### src/rtl/uart_bus_port.sv
// uart_bus_port: memory-mapped 8N1 UART responder for the CPU peripheral bus.
// Registers: TXD (write byte to send), RXD (last received byte), CON (enables and status).
// The baud rate comes from a fixed divisor. rdata and hit are combinational address decodes.
// The serial line and all status flags are held in flops.

module uart_bus_port #(
    parameter int          BAUD_DIV = 10417,
    parameter logic [31:0] BASE     = 32'h40000018
) (
    input  logic        sysclk,
    input  logic        reset,
    input  logic        rd,
    input  logic        wr,
    input  logic [31:0] addr,
    input  logic [31:0] wdata,
    output logic [31:0] rdata,
    output logic        hit,
    input  logic        UART_RX,
    output logic        UART_TX,
    output logic        irq
);

    localparam int            CW        = (BAUD_DIV > 2) ? $clog2(BAUD_DIV) : 1;
    localparam logic [CW-1:0] FULL_LOAD = CW'(BAUD_DIV - 1);
    localparam logic [CW-1:0] HALF_LOAD = CW'(BAUD_DIV / 2 - 1);
    localparam logic [CW-1:0] CNT_ZERO  = {CW{1'b0}};
    localparam logic [CW-1:0] CNT_ONE   = {{(CW-1){1'b0}}, 1'b1};
    localparam logic [31:0]   TXD_ADDR  = BASE;
    localparam logic [31:0]   RXD_ADDR  = BASE + 32'd4;
    localparam logic [31:0]   CON_ADDR  = BASE + 32'd8;

    typedef enum logic [1:0] {
        TX_IDLE  = 2'd0,
        TX_START = 2'd1,
        TX_DATA  = 2'd2,
        TX_STOP  = 2'd3
    } tx_state_t;

    typedef enum logic [1:0] {
        RX_IDLE  = 2'd0,
        RX_START = 2'd1,
        RX_DATA  = 2'd2,
        RX_STOP  = 2'd3
    } rx_state_t;

    // Bus decode and strobes
    logic sel_txd_s, sel_rxd_s, sel_con_s;
    logic txd_wr_s, con_wr_s, con_rd_s, rxd_rd_s;

    // Control / status registers
    logic       tx_ie_r, rx_ie_r, tx_done_r, rx_ready_r, rx_overrun_r;
    logic [7:0] rx_data_r;
    logic       tx_busy_s;
    logic [31:0] con_val_s;

    // TX path
    tx_state_t  tx_state_r, tx_state_next_s;
    logic [CW-1:0] tx_cnt_r, tx_cnt_next_s;
    logic [2:0] tx_bit_r, tx_bit_next_s;
    logic [7:0] tx_shift_r, tx_shift_next_s;
    logic       tx_line_r, tx_line_next_s;
    logic       tx_done_set_s;

    // RX path
    logic       rx_s1_r, rx_s2_r, rx_prev_r;
    logic       rx_fall_s;
    rx_state_t  rx_state_r, rx_state_next_s;
    logic [CW-1:0] rx_cnt_r, rx_cnt_next_s;
    logic [2:0] rx_bit_r, rx_bit_next_s;
    logic [7:0] rx_shift_r, rx_shift_next_s;
    logic       rx_ready_set_s;
    logic       rx_overrun_set_s;

    // Only the low byte of write data is meaningful
    logic unused_wdata_s;
    assign unused_wdata_s = ^wdata[31:8];

    assign sel_txd_s = (addr == TXD_ADDR);
    assign sel_rxd_s = (addr == RXD_ADDR);
    assign sel_con_s = (addr == CON_ADDR);
    assign hit       = sel_txd_s | sel_rxd_s | sel_con_s;

    assign txd_wr_s  = wr & sel_txd_s;
    assign con_wr_s  = wr & sel_con_s;
    assign con_rd_s  = rd & sel_con_s;
    assign rxd_rd_s  = rd & sel_rxd_s;

    assign tx_busy_s = (tx_state_r != TX_IDLE);
    assign con_val_s = {26'd0, rx_overrun_r, tx_busy_s, rx_ready_r, tx_done_r, rx_ie_r, tx_ie_r};

    // Interrupt is a pure function of registered enables and flags
    assign irq     = (tx_ie_r & tx_done_r) | (rx_ie_r & rx_ready_r);
    assign UART_TX = tx_line_r;

    // Read data mux: zero unless a read strobe hits a readable register
    always_comb begin
        rdata = 32'd0;
        if (!rd) begin
            rdata = 32'd0;
        end else if (sel_rxd_s) begin
            rdata = {24'd0, rx_data_r};
        end else if (sel_con_s) begin
            rdata = con_val_s;
        end else begin
            rdata = 32'd0;
        end
    end

    // Control/status register updates; a flag set beats a read-clear in the same cycle
    always_ff @(posedge sysclk or negedge reset) begin
        if (!reset) begin
            tx_ie_r      <= 1'b0;
            rx_ie_r      <= 1'b0;
            tx_done_r    <= 1'b0;
            rx_ready_r   <= 1'b0;
            rx_overrun_r <= 1'b0;
            rx_data_r    <= 8'd0;
        end else begin
            if (con_wr_s) begin
                tx_ie_r <= wdata[0];
                rx_ie_r <= wdata[1];
            end
            if (tx_done_set_s) begin
                tx_done_r <= 1'b1;
            end else if (con_rd_s) begin
                tx_done_r <= 1'b0;
            end
            if (rx_ready_set_s) begin
                rx_ready_r <= 1'b1;
                rx_data_r  <= rx_shift_r;
            end else if (rxd_rd_s) begin
                rx_ready_r <= 1'b0;
            end
            if (rx_overrun_set_s) begin
                rx_overrun_r <= 1'b1;
            end else if (con_rd_s) begin
                rx_overrun_r <= 1'b0;
            end
        end
    end

    // TX state register; reset forces the line idle high immediately
    always_ff @(posedge sysclk or negedge reset) begin
        if (!reset) begin
            tx_state_r <= TX_IDLE;
            tx_cnt_r   <= CNT_ZERO;
            tx_bit_r   <= 3'd0;
            tx_shift_r <= 8'd0;
            tx_line_r  <= 1'b1;
        end else begin
            tx_state_r <= tx_state_next_s;
            tx_cnt_r   <= tx_cnt_next_s;
            tx_bit_r   <= tx_bit_next_s;
            tx_shift_r <= tx_shift_next_s;
            tx_line_r  <= tx_line_next_s;
        end
    end

    // TX next-state: each state/bit holds for BAUD_DIV cycles; line value is precomputed
    always_comb begin
        tx_state_next_s = tx_state_r;
        tx_cnt_next_s   = tx_cnt_r;
        tx_bit_next_s   = tx_bit_r;
        tx_shift_next_s = tx_shift_r;
        tx_line_next_s  = tx_line_r;
        tx_done_set_s   = 1'b0;
        case (tx_state_r)
            TX_IDLE: begin
                if (txd_wr_s) begin
                    tx_state_next_s = TX_START;
                    tx_cnt_next_s   = FULL_LOAD;
                    tx_shift_next_s = wdata[7:0];
                    tx_line_next_s  = 1'b0;
                end else begin
                    tx_line_next_s  = 1'b1;
                end
            end
            TX_START: begin
                if (tx_cnt_r == CNT_ZERO) begin
                    tx_state_next_s = TX_DATA;
                    tx_cnt_next_s   = FULL_LOAD;
                    tx_bit_next_s   = 3'd0;
                    tx_line_next_s  = tx_shift_r[0];
                end else begin
                    tx_cnt_next_s   = tx_cnt_r - CNT_ONE;
                end
            end
            TX_DATA: begin
                if (tx_cnt_r == CNT_ZERO) begin
                    tx_cnt_next_s = FULL_LOAD;
                    if (tx_bit_r == 3'd7) begin
                        tx_state_next_s = TX_STOP;
                        tx_line_next_s  = 1'b1;
                    end else begin
                        tx_bit_next_s   = tx_bit_r + 3'd1;
                        tx_shift_next_s = {1'b0, tx_shift_r[7:1]};
                        tx_line_next_s  = tx_shift_r[1];
                    end
                end else begin
                    tx_cnt_next_s = tx_cnt_r - CNT_ONE;
                end
            end
            TX_STOP: begin
                if (tx_cnt_r == CNT_ZERO) begin
                    tx_state_next_s = TX_IDLE;
                    tx_line_next_s  = 1'b1;
                    tx_done_set_s   = 1'b1;
                end else begin
                    tx_cnt_next_s   = tx_cnt_r - CNT_ONE;
                end
            end
            default: begin
                tx_state_next_s = TX_IDLE;
                tx_line_next_s  = 1'b1;
            end
        endcase
    end

    // Two-flop synchronizer plus previous-value flop for falling-edge detection
    always_ff @(posedge sysclk or negedge reset) begin
        if (!reset) begin
            rx_s1_r   <= 1'b1;
            rx_s2_r   <= 1'b1;
            rx_prev_r <= 1'b1;
        end else begin
            rx_s1_r   <= UART_RX;
            rx_s2_r   <= rx_s1_r;
            rx_prev_r <= rx_s2_r;
        end
    end

    assign rx_fall_s        = rx_prev_r & ~rx_s2_r;
    assign rx_overrun_set_s = rx_ready_set_s & rx_ready_r;

    // RX state register
    always_ff @(posedge sysclk or negedge reset) begin
        if (!reset) begin
            rx_state_r <= RX_IDLE;
            rx_cnt_r   <= CNT_ZERO;
            rx_bit_r   <= 3'd0;
            rx_shift_r <= 8'd0;
        end else begin
            rx_state_r <= rx_state_next_s;
            rx_cnt_r   <= rx_cnt_next_s;
            rx_bit_r   <= rx_bit_next_s;
            rx_shift_r <= rx_shift_next_s;
        end
    end

    // RX next-state: half-bit wait to mid start bit, then one sample per bit period
    always_comb begin
        rx_state_next_s = rx_state_r;
        rx_cnt_next_s   = rx_cnt_r;
        rx_bit_next_s   = rx_bit_r;
        rx_shift_next_s = rx_shift_r;
        rx_ready_set_s  = 1'b0;
        case (rx_state_r)
            RX_IDLE: begin
                if (rx_fall_s) begin
                    rx_state_next_s = RX_START;
                    rx_cnt_next_s   = HALF_LOAD;
                end else begin
                    rx_state_next_s = RX_IDLE;
                end
            end
            RX_START: begin
                if (rx_cnt_r == CNT_ZERO) begin
                    if (rx_s2_r) begin
                        rx_state_next_s = RX_IDLE;
                    end else begin
                        rx_state_next_s = RX_DATA;
                        rx_cnt_next_s   = FULL_LOAD;
                        rx_bit_next_s   = 3'd0;
                    end
                end else begin
                    rx_cnt_next_s = rx_cnt_r - CNT_ONE;
                end
            end
            RX_DATA: begin
                if (rx_cnt_r == CNT_ZERO) begin
                    rx_cnt_next_s   = FULL_LOAD;
                    rx_shift_next_s = {rx_s2_r, rx_shift_r[7:1]};
                    if (rx_bit_r == 3'd7) begin
                        rx_state_next_s = RX_STOP;
                    end else begin
                        rx_bit_next_s   = rx_bit_r + 3'd1;
                    end
                end else begin
                    rx_cnt_next_s = rx_cnt_r - CNT_ONE;
                end
            end
            RX_STOP: begin
                if (rx_cnt_r == CNT_ZERO) begin
                    rx_state_next_s = RX_IDLE;
                    if (rx_s2_r) begin
                        rx_ready_set_s = 1'b1;
                    end else begin
                        rx_ready_set_s = 1'b0;
                    end
                end else begin
                    rx_cnt_next_s = rx_cnt_r - CNT_ONE;
                end
            end
            default: begin
                rx_state_next_s = RX_IDLE;
            end
        endcase
    end

endmodule

### config.mk
export PLATFORM = sky130hd
export DESIGN_NAME = uart_bus_port
export DESIGN_NICKNAME = d
export VERILOG_FILES = /design/src/rtl/uart_bus_port.sv
export SDC_FILE = /design/constraint.sdc
export NUM_CORES = 1
export LEC_CHECK = 0
export BUFFER_PORTS_ARGS = -buffer_cell sky130_fd_sc_hd__buf_2
export CAP_MARGIN = 10
export CORE_ASPECT_RATIO = 0.6
export CORE_MARGIN = 2
export CORE_UTILIZATION = 38
export DETAILED_ROUTE_END_ITERATION = 6
export GPL_ROUTABILITY_DRIVEN = 0
export RECOVER_POWER = 25
export SYNTH_ARGS = -nofsm -noshare
export SYNTH_HDL_FRONTEND = slang
export SYNTH_SLANG_ARGS = --single-unit
### constraint.sdc
create_clock -name sysclk -period 2.5 [get_ports sysclk]
set_clock_uncertainty 0.1 [all_clocks]
set_input_delay 0.5 -clock sysclk [delete_from_list [all_inputs] [get_ports sysclk]]
set_output_delay 0.5 -clock sysclk [all_outputs]
set_load 0.02 [all_outputs]
Yosys cells after proc, flatten, opt, wreduce, memory -nomap -nowiden

Index checks and enable logic that the tools add are counted.

Register bits: 71
Latch bits: 0
Memory bits (writable): 0
ROM bits: 0
Input port bits: 69
Output and inout port bits: 35
Word-level logic and storage cells: 137
Memories kept: 0

$add $sub $neg: 4
Multipliers: 0
Div/mod/pow operators: 0
$lt $le $gt $ge: 0
Equality and inequality tests: 27
Shift operators: 0
Multiplexer cells: 55
Bitwise logic cells: 12
Reductions and logical operators: 21

Operators by type and width:

| cell                                                                  | count |
|---|---|
| 14-bit 2-to-1 mux                                                     | 8 |
| 32-bit by 31-bit == test with 1-bit output (second input constant)    | 3 |
| 32-bit 2-to-1 mux                                                     | 2 |
| 14-bit one-hot mux with 4 select lines                                | 1 |
| 14-bit one-hot mux with 3 select lines                                | 1 |
| 2-bit inequality test (second input constant)                         | 15 |
| 14-bit logical NOT                                                    | 2 |
| 14-bit by 1-bit subtractor with 14-bit output (second input constant) | 2 |
| 8-bit 2-to-1 mux                                                      | 3 |
| 3-bit 2-to-1 mux                                                      | 7 |
| 2-bit 2-to-1 mux                                                      | 10 |
| 1-bit 2-to-1 mux                                                      | 16 |
| 2-bit one-hot mux with 4 select lines                                 | 2 |
| 8-bit one-hot mux with 2 select lines                                 | 1 |
| 2-bit nonzero test                                                    | 7 |
| 3-bit one-hot mux with 2 select lines                                 | 2 |
| 4-bit AND reduction                                                   | 3 |
| 5-bit AND reduction                                                   | 2 |
| 1-bit bitwise AND                                                     | 8 |
| 2-bit == test (second input constant)                                 | 4 |
| 3-bit by 1-bit adder with 3-bit output (second input constant)        | 2 |
| 3-bit == test (second input constant)                                 | 2 |
| 6-bit 2-to-1 mux                                                      | 1 |
| 3-bit AND reduction                                                   | 2 |
| other kinds (8)                                                       | 13 |

Depth between registers and ports, before layout

Depth in word-level cells: 5
Mapped depth: 9
Depth with buffers taken out: 7

Worst setup path before layout

Ideal clock, no wire load.

Path kind: input to output
Start point: in addr[4]
End point: out rdata[2]
Data arrival time: 1.897 ns
Data required time: 1.900 ns
Path slack: 0.003 ns
Stages: 4
Buffers on the path: 0
Cell sequence: or4b_1 nor3_1 nand3_1 o21ai_0

Longest elaborated chain between the ends: 4
Elaborated cells between the ends (all ways): 5
Those cells by class: eq/ne (2); mux (3)

RTL lines:

| item                                       | RTL line | RTL |
|---|---|---|
| from (decl)                                | 14       | `input logic [31:0] addr,` |
| 32-bit by 31-bit == test with 1-bit output | 80       | `assign sel_con_s = (addr == CON_ADDR);` |
| 6-bit 2-to-1 mux                           | 102      | `end else if (sel_con_s) begin` |
| 32-bit 2-to-1 mux (*)                      | 100      | `end else if (sel_rxd_s) begin` |
| 32-bit 2-to-1 mux (*)                      | 98       | `if (!rd) begin` |
| to (decl)                                  | 16       | `output logic [31:0] rdata,` |

Mark *: on every way between the ends. The rest lies on a longest branch, timed or not.

Worst setup path in the final report

Ends and elaborated chain as after synthesis.

==> run summary <==
Status: finished clean
Synth top cells by count: 67 x dfrtp_1, 34 x nor2_1, 30 x a21oi_1, 27 x buf_4, 27 x nor3_1
Die ar.: 12480 µm²
Die width: 142.9 µm
Tot GR Track Use: 18.38%
Fraction of layout cells with a size suffix above 1: 31.05%
Cell accounting for the most synthesized area: dfrtp_1
Placed Area: 4979 µm²
CP Launch Point: addr[4]
Detailed placer's ending HPWL: 8.114 mm
Hold Startpoint: UART_RX
Placed instance count: 677
Worst vdd rail ir drop: 0.3735 mV
Final wirelength: 11.06 mm
WP data arrival: 1.88 ns
Setup Viol. Count Final: 0
Crit path kind: in2out
Final Power: 3.115 mW
Post-Syn Instances: 446
DR WL/cell: 15.78 µm
H-tree lvl count: 3
Clk Latency, worst-skew pair: 0.33 ns
CTS buffer count: 9
Fin crit share: 99.12%
F_max: 403.5 MHz
Root Driver: clkbuf_16
Dominant cells by area after synthesis: dfrtp_1 38%, mux2_2 4.9%, buf_4 4.6%
Synth Area in XOR/XNOR: 0%
Worst-path clk slew: 0.06 ns
Core Footprint: 11300 µm²
Main combinational cell family by area after synthesis: compound AO/OA/AOI/OAI gates
CTS max path bufs: 2
Slew Viols, Final: 0
Data required, critical path: 1.90 ns
Largest net degree at the start of global routing: 33
Mapped Avg Cell Area: 9.858 µm²
Hold Vio Cnt, Final: 0
Adder and majority cell fraction of the synthesized area: 4.553%
DR vias: 3813
IO Port Bufs: 55
Compound-gate portion of the synthesized area: 20.83%
Non-Filler Instances: 701
Std-Cell Rows: 30
Die height: 87.32 µm
Final Instance Area: 5518 µm²
Worst reg-to-reg setup slack: 0.16 ns
I/O pin count: 104
Pwr dens: 564.6 nW/µm²
# DRC: 0
FILL cells: 1033
Synthesis-to-finish area growth: 25.50%
Min Tclk post-route: 2.478 ns
Top-area cell type share of the netlist area: 38.13%
Setup crit end kind: output pin
Cell area after synthesis: 4397 µm²
Synth Flop Type: dfrtp_1
Vias in the first global route: 3481
Async set-reset flop share out of synthesis: 100.0%
First-pass GRT wire length: 18.01 mm
DR iter-0 viols: 274
Start of the worst register-to-register path: rx_cnt_r[10]$_DFFE_PN0P_
Crit-path max FO: 4
Post-place setup slack: -0.1277 ns
Max-Cap Viols: 0
Antenna diodes: 0
# nets final: 621
Clock sink count: 71
Type of origin of the critical path: input pin
Hold Crit Class: in2reg
Unrepaired setup endpoints after global routing: yes
DRT antenna net count: 0
Mux contribution to synthesized area: 5.805%
Initial Util: 38.91%
Post-Synth Simple-Gate Area: 20.72%
FF+latch count, synth: 71
Ys Warns: 0
Post-synth EDFFs: 0
DR pass1 iterations: 5
Lkg Pwr: 2.563 nW
Util after Layout: 48.84%
Routed vias/inst: 5.439
Total grt overflow: 0
Worst-margin pin slew: 1.297 ns
Initial antenna violation count: 0
Cell with the most instances after synthesis: dfrtp_1
Slew headroom: 13.56%
CTS tree: built
Unique masters post-synth: 75
Worst setup margin: 0.02198 ns
Seq/Total Area, Yosys: 40.52%
[cells by family (layout without fill, tap and decap cells)]
group                      Yosys count  count (layout)
muxes                               23              23
and+or+nand+nor                    153             153
other                                1              24
AOI/OAI and AO/OA                  124             124
DFF                                 71              71
buffers and inverters               58             130
adders and majority gates           16              16
[placed cells by master, fill, tap and decap left out, types with 5 or more instances in the layout]
cell / instances
a21o_1: 9
a21oi_1: 30
a221o_1: 5
a22o_1: 8
a31oi_1: 8
and2_1: 7
and3_1: 5
buf_2: 44
buf_4: 34
buf_6: 13
clkbuf_16: 9
conb_1: 24
dfrtp_1: 67
ha_1: 16
inv_1: 19
mux2_2: 19
nand2_1: 22
nand3_1: 5
nor2_1: 33
nor3_1: 26
nor3_2: 5
nor4_2: 7
o21ai_0: 12
o221a_1: 6
o2bb2ai_1: 6
[worst max-delay path, stage by stage]
cell and delay (ns):
buf_6 0.09, or4b_4 0.52, nor3_2 0.11, buf_4 0.14, nand3_1 0.16, o21ai_2 0.21, buf_6 0.14
[path summary, 6_finish.rpt]
| kind | end | depth (start not counted) |
|---|---|---|
| setup / recovery | rdata[2] | 7 |
| hold / removal | rx_s1_r$_DFF_PN1_ | 1 |
| min in group asynchronous | tx_shift_r[4]$_DFFE_PN0P_ | 1 |
| hold reg to reg | rx_s2_r$_DFF_PN1_ | 0 |
| setup reg to reg | rx_cnt_r[6]$_DFFE_PN0P_ | 6 |
| max in group asynchronous | tx_done_r$_DFFE_PN0P_ | 2 |
[final cells by class]
class	instances	area (µm²)	area share (%)
Clock buffer	9	225.2	4.082
Clock inverter	7	102.6	1.859
Inverter	19	71.32	1.293
Multi-Input combinational cell	340	2459	44.56
Sequential cell	71	1782	32.29
Tap cell	160	200.2	3.628
Timing Repair Buffer	95	678.2	12.29
[layer usage]
| metal | track usage, % | routed length (µm) | vias up |
|---|---|---|---|
| met3 | 4.453 | 707 | 8 |
| met1 | 29.07 | 5747 | 1841 |
| li1 | - | - | 1823 |
| met5 | 0 | 0 | - |
| met4 | 4.320 | 105 | 0 |
| met2 | 24.61 | 4501 | 141 |
[flip-flops by register name (all words and copies together), names as in the netlist, 2 cells and up, named ones only]
| name | cells |
|---|---|
| rx_shift_r | 8 |
| rx_bit_r | 3 |
| tx_state_r | 2 |
| tx_cnt_r | 14 |
| tx_bit_r | 3 |
| tx_shift_r | 8 |
| rx_cnt_r | 14 |
| rx_data_r | 8 |
[power breakdown]
part / switching [mW] / total, mW / internal [mW]
Clock: 0.521 / 1.41 / 0.886
Combinational: 0.279 / 0.452 / 0.174
Sequential: 0.0595 / 1.26 / 1.20
[timing repair]
action	CTS	global route
gates resized for setup	26	16
cloned	1	0
hold buffers	0	0
setup endpoints to repair	6	9
pin swaps	5	10
setup buffers	3	4
[metrics by stage]
step	TNS, ns	hold WS, ns
2_1_floorplan	0	0.1044
3_3_place_gp	-0.5822	0.2458
3_5_place_dp	-1.067	0.2468
4_1_cts	-0.001323	0.08489
5_1_grt	-0.5174	0.1515
6_report	0	0.1658
Power figures use the tool's default switching activity.
